File: src/rtl/mult_div_unit.sv
// Iterative multiply/divide unit owning the MIPS HI/LO register pair (MULT/MULTU/DIV/DIVU/MTHI/MTLO).
// Define MULT_DIV_DIV_EN to build the restoring divider; without it DIV/DIVU only raise div_zero.
module mult_div_unit #(
    parameter int WIDTH = 32
) (
    input  logic             clk,
    input  logic             rst_n,
    input  logic             start,
    input  logic [2:0]       op,
    input  logic [WIDTH-1:0] a,
    input  logic [WIDTH-1:0] b,
    output logic             busy,
    output logic             done,
    output logic [WIDTH-1:0] hi,
    output logic [WIDTH-1:0] lo,
    output logic             div_zero
);
    localparam int               CNT_W = (WIDTH > 1) ? $clog2(WIDTH) : 1;
    localparam logic [CNT_W-1:0] LAST  = CNT_W'(WIDTH - 1);

    typedef enum logic [1:0] {IDLE, CALC, FIX} state_t;

    state_t state, state_nxt;

    // op[2]=0 selects MULT/MULTU/DIV/DIVU; op[1] picks divide, op[0] picks unsigned.
    logic op_is_div, op_signed, accept, mt_write;
    assign op_is_div = op[1];
    assign op_signed = ~op[0];
    assign accept    = (state == IDLE) && start && !op[2];
    assign mt_write  = (state == IDLE) && start && op[2] && !op[1];

    logic             a_neg, b_neg;
    logic [WIDTH-1:0] a_mag, b_mag;
    assign a_neg = op_signed && a[WIDTH-1];
    assign b_neg = op_signed && b[WIDTH-1];
    assign a_mag = a_neg ? -a : a;
    assign b_mag = b_neg ? -b : b;

    logic [WIDTH-1:0]   opnd;
    logic [2*WIDTH-1:0] prod;
    logic               neg_res;
    logic [CNT_W-1:0]   cnt;

    logic [WIDTH:0] mul_sum;
    assign mul_sum = {1'b0, prod[2*WIDTH-1:WIDTH]} + {1'b0, opnd & {WIDTH{prod[0]}}};

`ifdef MULT_DIV_DIV_EN
    // Divide reuses prod[WIDTH-1:0]: dividend bits shift out of the top as quotient bits shift in.
    logic             is_div, neg_rem, b_zero;
    logic [WIDTH-1:0] rem, rem_diff;
    logic [WIDTH:0]   rem_shift;
    logic             rem_ge;
    assign rem_shift = {rem, prod[WIDTH-1]};
    assign rem_ge    = rem_shift >= {1'b0, opnd};
    assign rem_diff  = rem_shift[WIDTH-1:0] - opnd;
`else
    logic div_pend;
`endif

    // NOTE: state and datapath registers use non-blocking assignments so every flop samples pre-edge values.
    always_ff @(posedge clk or negedge rst_n) begin
        if (!rst_n) state <= IDLE;
        else        state <= state_nxt;
    end

    // NOTE: every always_comb output gets a default first so no path leaves it unassigned (no latches).
    always_comb begin
        state_nxt = state;
        unique case (state)
            IDLE: begin
                if (accept) begin
`ifdef MULT_DIV_DIV_EN
                    state_nxt = CALC;
`else
                    if (!op_is_div) state_nxt = CALC;
`endif
                end
            end
            CALC:    if (cnt == LAST) state_nxt = FIX;
            FIX:     state_nxt = IDLE;
            default: state_nxt = IDLE;
        endcase
    end

    always_comb begin
        busy = (state != IDLE);
    end

    // NOTE: the working datapath has no reset; it is always loaded at the accepting edge before use.
    always_ff @(posedge clk) begin
        if (accept) begin
`ifdef MULT_DIV_DIV_EN
            opnd    <= op_is_div ? b_mag : a_mag;
            prod    <= {{WIDTH{1'b0}}, op_is_div ? a_mag : b_mag};
            is_div  <= op_is_div;
            neg_rem <= a_neg;
            b_zero  <= (b == '0);
            rem     <= '0;
`else
            opnd    <= a_mag;
            prod    <= {{WIDTH{1'b0}}, b_mag};
`endif
            neg_res <= a_neg ^ b_neg;
            cnt     <= '0;
        end else if (state == CALC) begin
            cnt <= cnt + 1'b1;
`ifdef MULT_DIV_DIV_EN
            if (is_div) begin
                rem             <= rem_ge ? rem_diff : rem_shift[WIDTH-1:0];
                prod[WIDTH-1:0] <= {prod[WIDTH-2:0], rem_ge};
            end else begin
                prod <= {mul_sum, prod[WIDTH-1:1]};
            end
`else
            prod <= {mul_sum, prod[WIDTH-1:1]};
`endif
        end
    end

    logic [2*WIDTH-1:0] prod_fix;
    logic [WIDTH-1:0]   hi_res, lo_res;
    always_comb begin
        prod_fix = neg_res ? -prod : prod;
        hi_res   = prod_fix[2*WIDTH-1:WIDTH];
        lo_res   = prod_fix[WIDTH-1:0];
`ifdef MULT_DIV_DIV_EN
        if (is_div) begin
            // Remainder follows the dividend's sign; a zero divisor forces an all-ones quotient.
            hi_res = neg_rem ? -rem : rem;
            lo_res = b_zero ? '1 : prod_fix[WIDTH-1:0];
        end
`endif
    end

    always_ff @(posedge clk or negedge rst_n) begin
        if (!rst_n) begin
            hi       <= '0;
            lo       <= '0;
            done     <= 1'b0;
            div_zero <= 1'b0;
`ifndef MULT_DIV_DIV_EN
            div_pend <= 1'b0;
`endif
        end else begin
            if (mt_write) begin
                if (op[0]) lo <= a;
                else       hi <= a;
            end
`ifdef MULT_DIV_DIV_EN
            done <= (state == FIX);
            if (accept) div_zero <= 1'b0;
            if (state == FIX) begin
                hi       <= hi_res;
                lo       <= lo_res;
                div_zero <= is_div && b_zero;
            end
`else
            // Unsupported divides flag div_zero at once and pulse done one edge later.
            div_pend <= accept && op_is_div;
            done     <= (state == FIX) || div_pend;
            if (accept) div_zero <= op_is_div;
            if (state == FIX) begin
                hi <= hi_res;
                lo <= lo_res;
            end
`endif
        end
    end
endmodule

File: config.mk
export PLATFORM = sky130hd
export DESIGN_NAME = mult_div_unit
export DESIGN_NICKNAME = d
export VERILOG_FILES = /design/src/rtl/mult_div_unit.sv
export SDC_FILE = /design/constraint.sdc
export NUM_CORES = 1
export LEC_CHECK = 0
export BUFFER_PORTS_ARGS = -buffer_cell sky130_fd_sc_hd__buf_2
export CAP_MARGIN = 15
export CORE_ASPECT_RATIO = 0.8
export CORE_MARGIN = 4
export CORE_UTILIZATION = 55
export DETAILED_ROUTE_END_ITERATION = 16
export PLACE_DENSITY = 0.74
export SYNTH_ARGS = -nofsm -noshare
export SYNTH_HDL_FRONTEND = slang
export SYNTH_SLANG_ARGS = --single-unit
File: constraint.sdc
create_clock -name clk -period 3.65 [get_ports clk]
set_input_delay 0.365 -clock clk [delete_from_list [all_inputs] [get_ports clk]]
set_output_delay 0.365 -clock clk [all_outputs]
set_load 0.005 [all_outputs]
; After elaboration in Yosys (flattened, before gate mapping)
; Cells that the tools add are included.
[word_totals]
register_bits = 171
wordCells = 59
in_bits = 70
out_inout_bits = 67
[classes]
n_mux = 15
addsub = 5
n_reduce_logical = 18
bitwise = 3
n_eq_ne = 7
[op_table]
columns = op, n
row1 = 32-bit 2-to-1 mux, 10
row2 = 64-bit 2-to-1 mux, 1
row3 = 32-bit negator, 2
row4 = 64-bit negator, 1
row5 = 32-bit by 32-bit adder with 33-bit output, 1
row6 = 32-bit AND, 1
row7 = 2-bit nonzero test, 4
row8 = 1-bit logical AND, 7
row9 = 2-bit 2-to-1 mux, 3
row10 = "2-bit inequality test, second input constant", 3
row11 = "5-bit by 1-bit adder with 5-bit output, second input constant", 1
row12 = "5-bit == test, second input constant", 1
row13 = 2-bit one-hot mux with 2 select lines, 1
row14 = 2-bit AND reduction, 2
row15 = 3-bit AND reduction, 1
row16 = "2-bit by 1-bit == test with 1-bit output, second input constant", 1
row17 = "2-bit == test, second input constant", 1
row18 = 1-bit logical NOT, 2
row19 = 2-bit logical NOT, 1
row20 = "2-bit by 1-bit inequality test with 1-bit output, second input constant", 1
row21 = 1-bit logical OR, 1
row22 = 1-bit inverter, 1
row23 = 1-bit XOR, 1

; Depth between registers and ports, before layout
; Gate-level depths: netlist of the first run.
[depth]
ltp_word = 6
mapped_depth = 12
depth_no_buf = 11

; Worst setup path before layout of the first run
; Ideal clock, no wire load.
[synth_path]
kind = flip-flop to flip-flop
from = register prod[0]
to = register prod[57]
setup_ps = 129
period_less_slack_ps = 3237
path_stages_with_launch = 13
required_time_ps = 3521
path_buffers = 1
path_slack_ps = 413
arrival_ps = 3108
path_cell_list = edfxtp_1 > clkbuf_1 > and2_1 > ha_1 > fa_1 > a21o_1 > a221oi_1 > o31ai_1 > a21oi_1 > o31ai_1 > a221oi_1 > xor2_1 > o21ai_0
[synth_between]
elab_chain_len = 2
[synth_lines]
columns = element, line
row1 = "start, declared", 40  ; logic [2*WIDTH-1:0] prod;
row2 = "start signal, assigned", 101  ; prod <= {{WIDTH{1'b0}}, b_mag};
row3 = "start signal, assigned", 115  ; prod <= {mul_sum, prod[WIDTH-1:1]};
row4 = 32-bit AND, 45  ; assign mul_sum = {1'b0, prod[2*WIDTH-1:WIDTH]} + {1'b0, opnd & {WIDTH{prod[0]}}};
row5 = 32-bit by 32-bit adder with 33-bit output, 45
; No other way between the ends.
; A chain may end at the register's enable or synchronous reset.

; Final worst setup path of the first run
[layout_path]
from = register prod[0]
to = register hi[26]
[layout_between]
elab_chain_len = 3
[layout_lines]
columns = element, line
row1 = 64-bit negator, 123  ; prod_fix = neg_res ? -prod : prod;
row2 = 64-bit 2-to-1 mux, 123
row3 = 32-bit 2-to-1 mux, 162  ; if (state == FIX) begin
row4 = "end signal, assigned", 163  ; hi <= hi_res;
row5 = "end, declared", 14  ; output logic [WIDTH-1:0] hi,
; No other way between the ends.

==> impl_metrics.toml, run 1 <==
[run_status]
status = "complete, no violations"

[route]
via_per_inst = 6.00
postRouteAntennaNets = 0
drc = 0
wl_um = 31700
wl_per_cell_um = 19.3
drtPass1Iterations = 5
vias = 9844
drt_iter0_markers = 934

[synth]
synth_enable_flop_cells = 65
ys_async_sr_fraction_pct = 40.4
synth_cells = 1245
syn_area_per_cell_um2 = 8.95
synth_area_leader_cell = "edfxtp_1"
syn-cell-area_um2 = 11100
synth_top_flop_cell = "dfrtp_1"
synth_top_area_share_pct = 17.5
yosysUniqueCellTypes = 60
netlist_top_cells_area = "edfxtp_1, dfrtp_1, dfxtp_1"
yosys_warnings = 0
synth-seq-area-share_pct = 39.7
syn-num-nets = 1353
ys_ff_latch = 171

[setup_path]
required_ps = 3950
worstPathMaxFanout = 17
worst-path-buf-inv = 1
critical-path-slowest-cell = "edfxtp_1"
crit_family = "simple AND/OR/NAND/NOR gates"
arrival_ps = 3650
critical_path_class = "flip-flop to flip-flop"
startpoint_type = "flip-flop"
critPathMaxStageDelay_ps = 600
crit_path_cell_trace = "inv_1 -> ha_1 -> or3b_2 -> nor2_1 -> nand3_1 -> or4_4 -> or2_1 -> o31ai_1 -> xor2_1 -> a21oi_1"
cp-end-kind = "flip-flop"

[cells_and_area]
area_growth_pct = 14.3
final_common_cell = "nand2_1"
postLayoutCellArea_um2 = 12700
antenna_cells = 0
final_cell_mix = "nand2_1, o21ai_0, buf_2, xnor2_1, a21oi_1"
fin_nets = 1472
layout-drive-gt1-share_pct = 16.4
final_cell_count_no_fill = 1641
fillers = 1666

[grt]
grtUsageTotal_pct = 27.9
grt_pass1_wl_um = 50200
grt_max_degree = 70
antenna_found_initial = 0
grt_pass1_vias = 9194
grt_overflow_total = 0

[floorplanning]
die_w_um = 167
core_um2 = 19900
start_util_pct = 56.1
dieHeight_um = 135
rows = 46
die_area_um2 = 22600
ios = 137

[timing]
worst_pin_slew_ps = 1110
setup_ws_ps = 298
finalWorstPathRequiredPeriod_ps = 3350
timing.slew.headroom_pct = 25.5
slew_violations = 0
clock.fmax_ghz = 0.298
finalSetupViolCount = 0
period_share_pct = 91.8
finalSetupTns_ps = 0
hold_viol = 0
hold_slack_ps = 58.8
rsz0062_at_grt = "false"
skew_ps = 11.1

[cts]
htreeDepth = 4
cts_sinks = 171
cts_buffers = 17
cts-root-buf = "clkbuf_16"
clk_latency_ps = 440
cts_setup_buffers = 0
path_clk_slew_ps = 80
cts.path.max_buffers = 2
cts_tree = "done"
holdBufCountCts = 0

[placed_design]
hpwl_um = 24000
dpl_cell_area_um2 = 12100
gp_congestion = 0.972
dp_slack_ps = 225
placed_cells = 1609
io_buffers = 136

[power_and_ir_drop]
peakVddDrop_v = 0.000466
power.leakage_uw = 0.00539
power.density_nw_per_um2 = 818

[worst_hold_path]
min_path_type = "input port to asynchronous set/reset pin"

[flow_run]
cap_violations = 0
## per-stage QoR
stage | total power, uW | util, %
floorplan | 6830 | -
global placement | 8420 | 61.1
detailed placement | 8510 | 61.1
CTS | 10400 | 64.1
global route | 11200 | 64.1
finish | 10400 | 64.1
## layer usage
layer	routed length (um)	part of all wire [%]	vias up	global-route usage, %
li1	-	-	4703	-
met1	14400	45	4643	41.5
met2	13800	43	441	41.2
met3	2780	8.8	57	6.18
met4	738	2.3	0	7.50
met5	0	0	-	0
## final timing paths
| check | from | endpoint | slack, ps | depth (start not counted) |
|---|---|---|---|---|
| max | prod[0] | hi[26] | 300 | 10 |
| min | rst_n | lo[31] | 60 | 1 |
| max reg2reg | prod[0] | hi[26] | 300 | 10 |
| min reg2reg | div_pend | done | 450 | 1 |
| max in group asynchronous | rst_n | hi[15] | 2940 | 1 |
| min in group clk | op[1] | state[0] | 220 | 2 |
## state kept, by name, indices dropped and copies added, names as in the netlist
register	flops
prod	64
div_pend	1
div_zero	1
cnt	5
done	1
lo	32
opnd	32
hi	32
neg_res	1
state	2
## cell families (layout without fill, tap and decap cells)
family          Yosys count  after routing  share of synthesized area, %
compound gates          337            337                          18.2
fa+ha+maj                38             38                          4.34
simple gates            418            418                          18.7
mux                      51             51                          4.65
buf+inv                  82            214                          2.81
flops                   171            171                          39.7
xor+xnor                148            148                          11.6
## worst reg2reg max path, cell delays in order (launching register included)
cell	delay, ps
edfxtp_1	600
inv_1	130
ha_1	160
or3b_2	490
nor2_1	250
nand3_1	230
or4_4	480
or2_1	340
o31ai_1	280
xor2_1	170
a21oi_1	80
## power breakdown
group | total, uW | internal, uW | leakage [uW] | switching [uW]
combinational | 4760 | 2090 | 0.00331 | 2670
sequential | 3830 | 2940 | 0.00179 | 886
clock | 1830 | 926 | 0.000295 | 904
total | 10400 | 5950 | 0.00539 | 4460
## cells in the mapped netlist, types with 4 or more instances
cell / instances
a21oi_1: 74
dfrtp_1: 69
buf_2: 4
xnor2_1: 81
nand2_1: 175
nand4_1: 10
o21bai_1: 4
or2_2: 8
mux2_2: 6
xor2_1: 67
mux2i_1: 45
and2_1: 40
or4_1: 13
clkbuf_1: 49
nor3_1: 17
nor4_1: 10
ha_1: 37
or3_1: 15
edfxtp_1: 65
nand2b_1: 18
dfxtp_1: 37
nor2_1: 55
a221oi_1: 4
a21o_1: 21
nand3_1: 16
inv_1: 19
o31ai_1: 28
and3_1: 7
a31oi_1: 8
nor2b_1: 18
o21ai_0: 146
or4_4: 4
buf_1: 10
o41ai_1: 12
a211oi_1: 16
## what timing repair did
| action | CTS | global route |
|---|---|---|
| gates resized for setup | 0 | 1 |
| setup endpoints to repair | 0 | 6 |
| endpoints found under the hold margin | 0 | 0 |
## layout make-up
class / instances / area, um2 / area share, %
Clock buffer: 17 / 425 / 3.34
Clock inverter: 15 / 170 / 1.34
Inverter: 19 / 71.3 / 0.560
Multi-Input combinational cell: 992 / 6430 / 50.5
Sequential cell: 171 / 4420 / 34.7
Tap cell: 264 / 330 / 2.59
Timing Repair Buffer: 163 / 886 / 6.96
No activity file was read; power rests on OpenSTA's default activity.
==> inputs of run 2 (changes only) <==
Settings changed: ABC_AREA set to 1, PLACE_DENSITY 0.74 to 0.73.
==> run 2 against run 1 <==
  * Register-to-register slack better by 570 ps
  * Synthesized area up 23%
  * Final cell count up 58%
  * Largest cell class unchanged
  * Largest power group unchanged
==> impl_metrics.toml, run 2 <==
[cells_and_area]
final_common_cell = "nand2_1"
antenna_cells = 0
fin_nets = 2369
regMostFlops = "prod"
largest_reg_flops = 64
layout-drive-gt1-share_pct = 10.2
area_growth_pct = 11.3
final_cell_mix = "nand2_1, inv_1, nand3_1, nor2_1, buf_2"

[placed_design]
dp_slack_ps = 989
gp_congestion = 1.05
hpwl_um = 40700
io_buffers = 136

[synth]
synth_top_flop_cell = "dfrtp_1"
synth_cells = 2152
syn-num-nets = 2260
ys_async_sr_fraction_pct = 40.4
synth-seq-area-share_pct = 32.3
synth_top_area_share_pct = 18.1
syn-cell-area_um2 = 13700
netlist_top_cells_area = "nand2_1, edfxtp_1, dfrtp_1"
syn_area_per_cell_um2 = 6.36
ys_ff_latch = 171
yosys_warnings = 0
yosys-top-cells-count = "nand2_1, inv_1, nand3_1"
yosysUniqueCellTypes = 46
synth_enable_flop_cells = 65
synth_area_leader_cell = "nand2_1"
synth.most_common_cell = "nand2_1"

[cts]
cts-root-buf = "clkbuf_16"
cts.path.max_buffers = 2
cts_resized = 0
cts_setup_buffers = 0
cts_tree = "done"
cts_sinks = 171
htreeDepth = 4
cts_buffers = 17
path_clk_slew_ps = 70
clk_latency_ps = 460

[grt]
antenna_found_initial = 1
grt_overflow_total = 0
grt_pass1_vias = 13135
grt_pass1_wl_um = 77000
grt_max_degree = 63
grtUsageTotal_pct = 37.0

[setup_path]
crit_path_start = "prod[0]"
startpoint_type = "flip-flop"
cp-end-kind = "flip-flop"
timing.rr.start = "prod[0]"
arrival_ps = 3140
required_ps = 4000
worstPathMaxFanout = 26
critical_path_class = "flip-flop to flip-flop"

[route]
drt_iter0_markers = 1938
wl_per_cell_um = 19.7
vias = 14886
via_per_inst = 5.74
drtPass1Iterations = 7
wl_um = 51200
drc = 0
postRouteAntennaNets = 0

[floorplanning]
die_area_um2 = 27500
core_um2 = 24400
start_util_pct = 56.0
rows = 51
dieHeight_um = 149
die_w_um = 184
ios = 137

[timing]
hold_viol = 0
rsz0062_at_grt = "false"
slew_violations = 0
finalSetupViolCount = 0
finalWorstPathRequiredPeriod_ps = 2790
finalSetupTns_ps = 0
clock.fmax_ghz = 0.359
worst_pin_slew_ps = 987
timing.slew.headroom_pct = 34.0
period_share_pct = 76.3
hold_slack_ps = 125
skew_ps = 12.9
setup_ws_ps = 864

[flow_run]
cap_violations = 0

[worst_hold_path]
min_path_type = "input port to flip-flop"
hp-start = "op[1]"

[power_and_ir_drop]
peakVddDrop_v = 0.000429
power.density_nw_per_um2 = 761
power.leakage_uw = 0.00789

[run_status]
status = "complete, no violations"
run 2: per-layer routing:
layer,vias to the layer above,share of wire (%),GRT usage [%]
li1,7098,-,-
met1,6806,45,57.7
met2,911,37,47.1
met3,69,16,15.4
met4,2,1.7,7.39
met5,-,0.025,0
run 2: layout make-up:
class | count | area [um2]
fill | 2303 | 9200
multi-input combinational | 1573 | 7720
sequential | 171 | 4420
inverter | 345 | 1290
timing repair buffer | 153 | 811
clock buffer | 18 | 429
tap | 318 | 398
clock inverter | 14 | 168
run 2: critical path: stages (launching register included):
cell      delay [ps]
edfxtp_1         540
buf_4            290
nand2_1          170
inv_1             60
ha_1             360
nand2_1          110
nor2_1           140
nand3_1           90
nand2_1          140
nand2_1           80
nand2_1          210
nand2_1          120
nand3_1           80
nand3_1          140
nand2_1          110
inv_1             40
run 2: power by group:
group          internal [uW]  total (uW)  switching (uW)
Combinational           2010        5910            3900
Clock                    928        1870             944
Sequential              2840        3810             967
Total                   5780       11600            5810
run 2: worst paths after layout:
kind                             to  slack (ps)  cells past startpoint
max                        prod[54]         860                     15
min                        state[0]         120                      2
max reg2reg                prod[54]         860                     15
min reg2reg                    done         450                      1
max in group asynchronous      done        2550                      3
min in group asynchronous     lo[0]         290                      2
run 2: through the flow:
| stage | area [um2] | power (uW) | utilization [%] | std cells |
|---|---|---|---|---|
| floorplan | 13700 | 7480 | - | 2152 |
| global placement | 14600 | 9380 | 59.9 | 2559 |
| detailed placement | 14600 | 9490 | 59.9 | 2559 |
| CTS | 15200 | 11400 | 62.4 | 2592 |
| global route | 15200 | 12500 | 62.4 | 2592 |
| finish | 15200 | 11600 | 62.4 | 2592 |
run 2: kinds of logic after synthesis:
| logic type | Yosys count | synth area share, % |
|---|---|---|
| flops | 171 | 32.3 |
| xor+xnor | 60 | 3.84 |
| buf+inv | 408 | 11.4 |
| simple gates | 1231 | 38.5 |
| fa+ha+maj | 38 | 3.53 |
| compound gates | 244 | 10.4 |
run 2: what timing repair did:
action                     4_1_cts  5_1_grt
hold endpoints to repair         8        0
setup endpoints to repair        0        0
hold buffers                     1        0
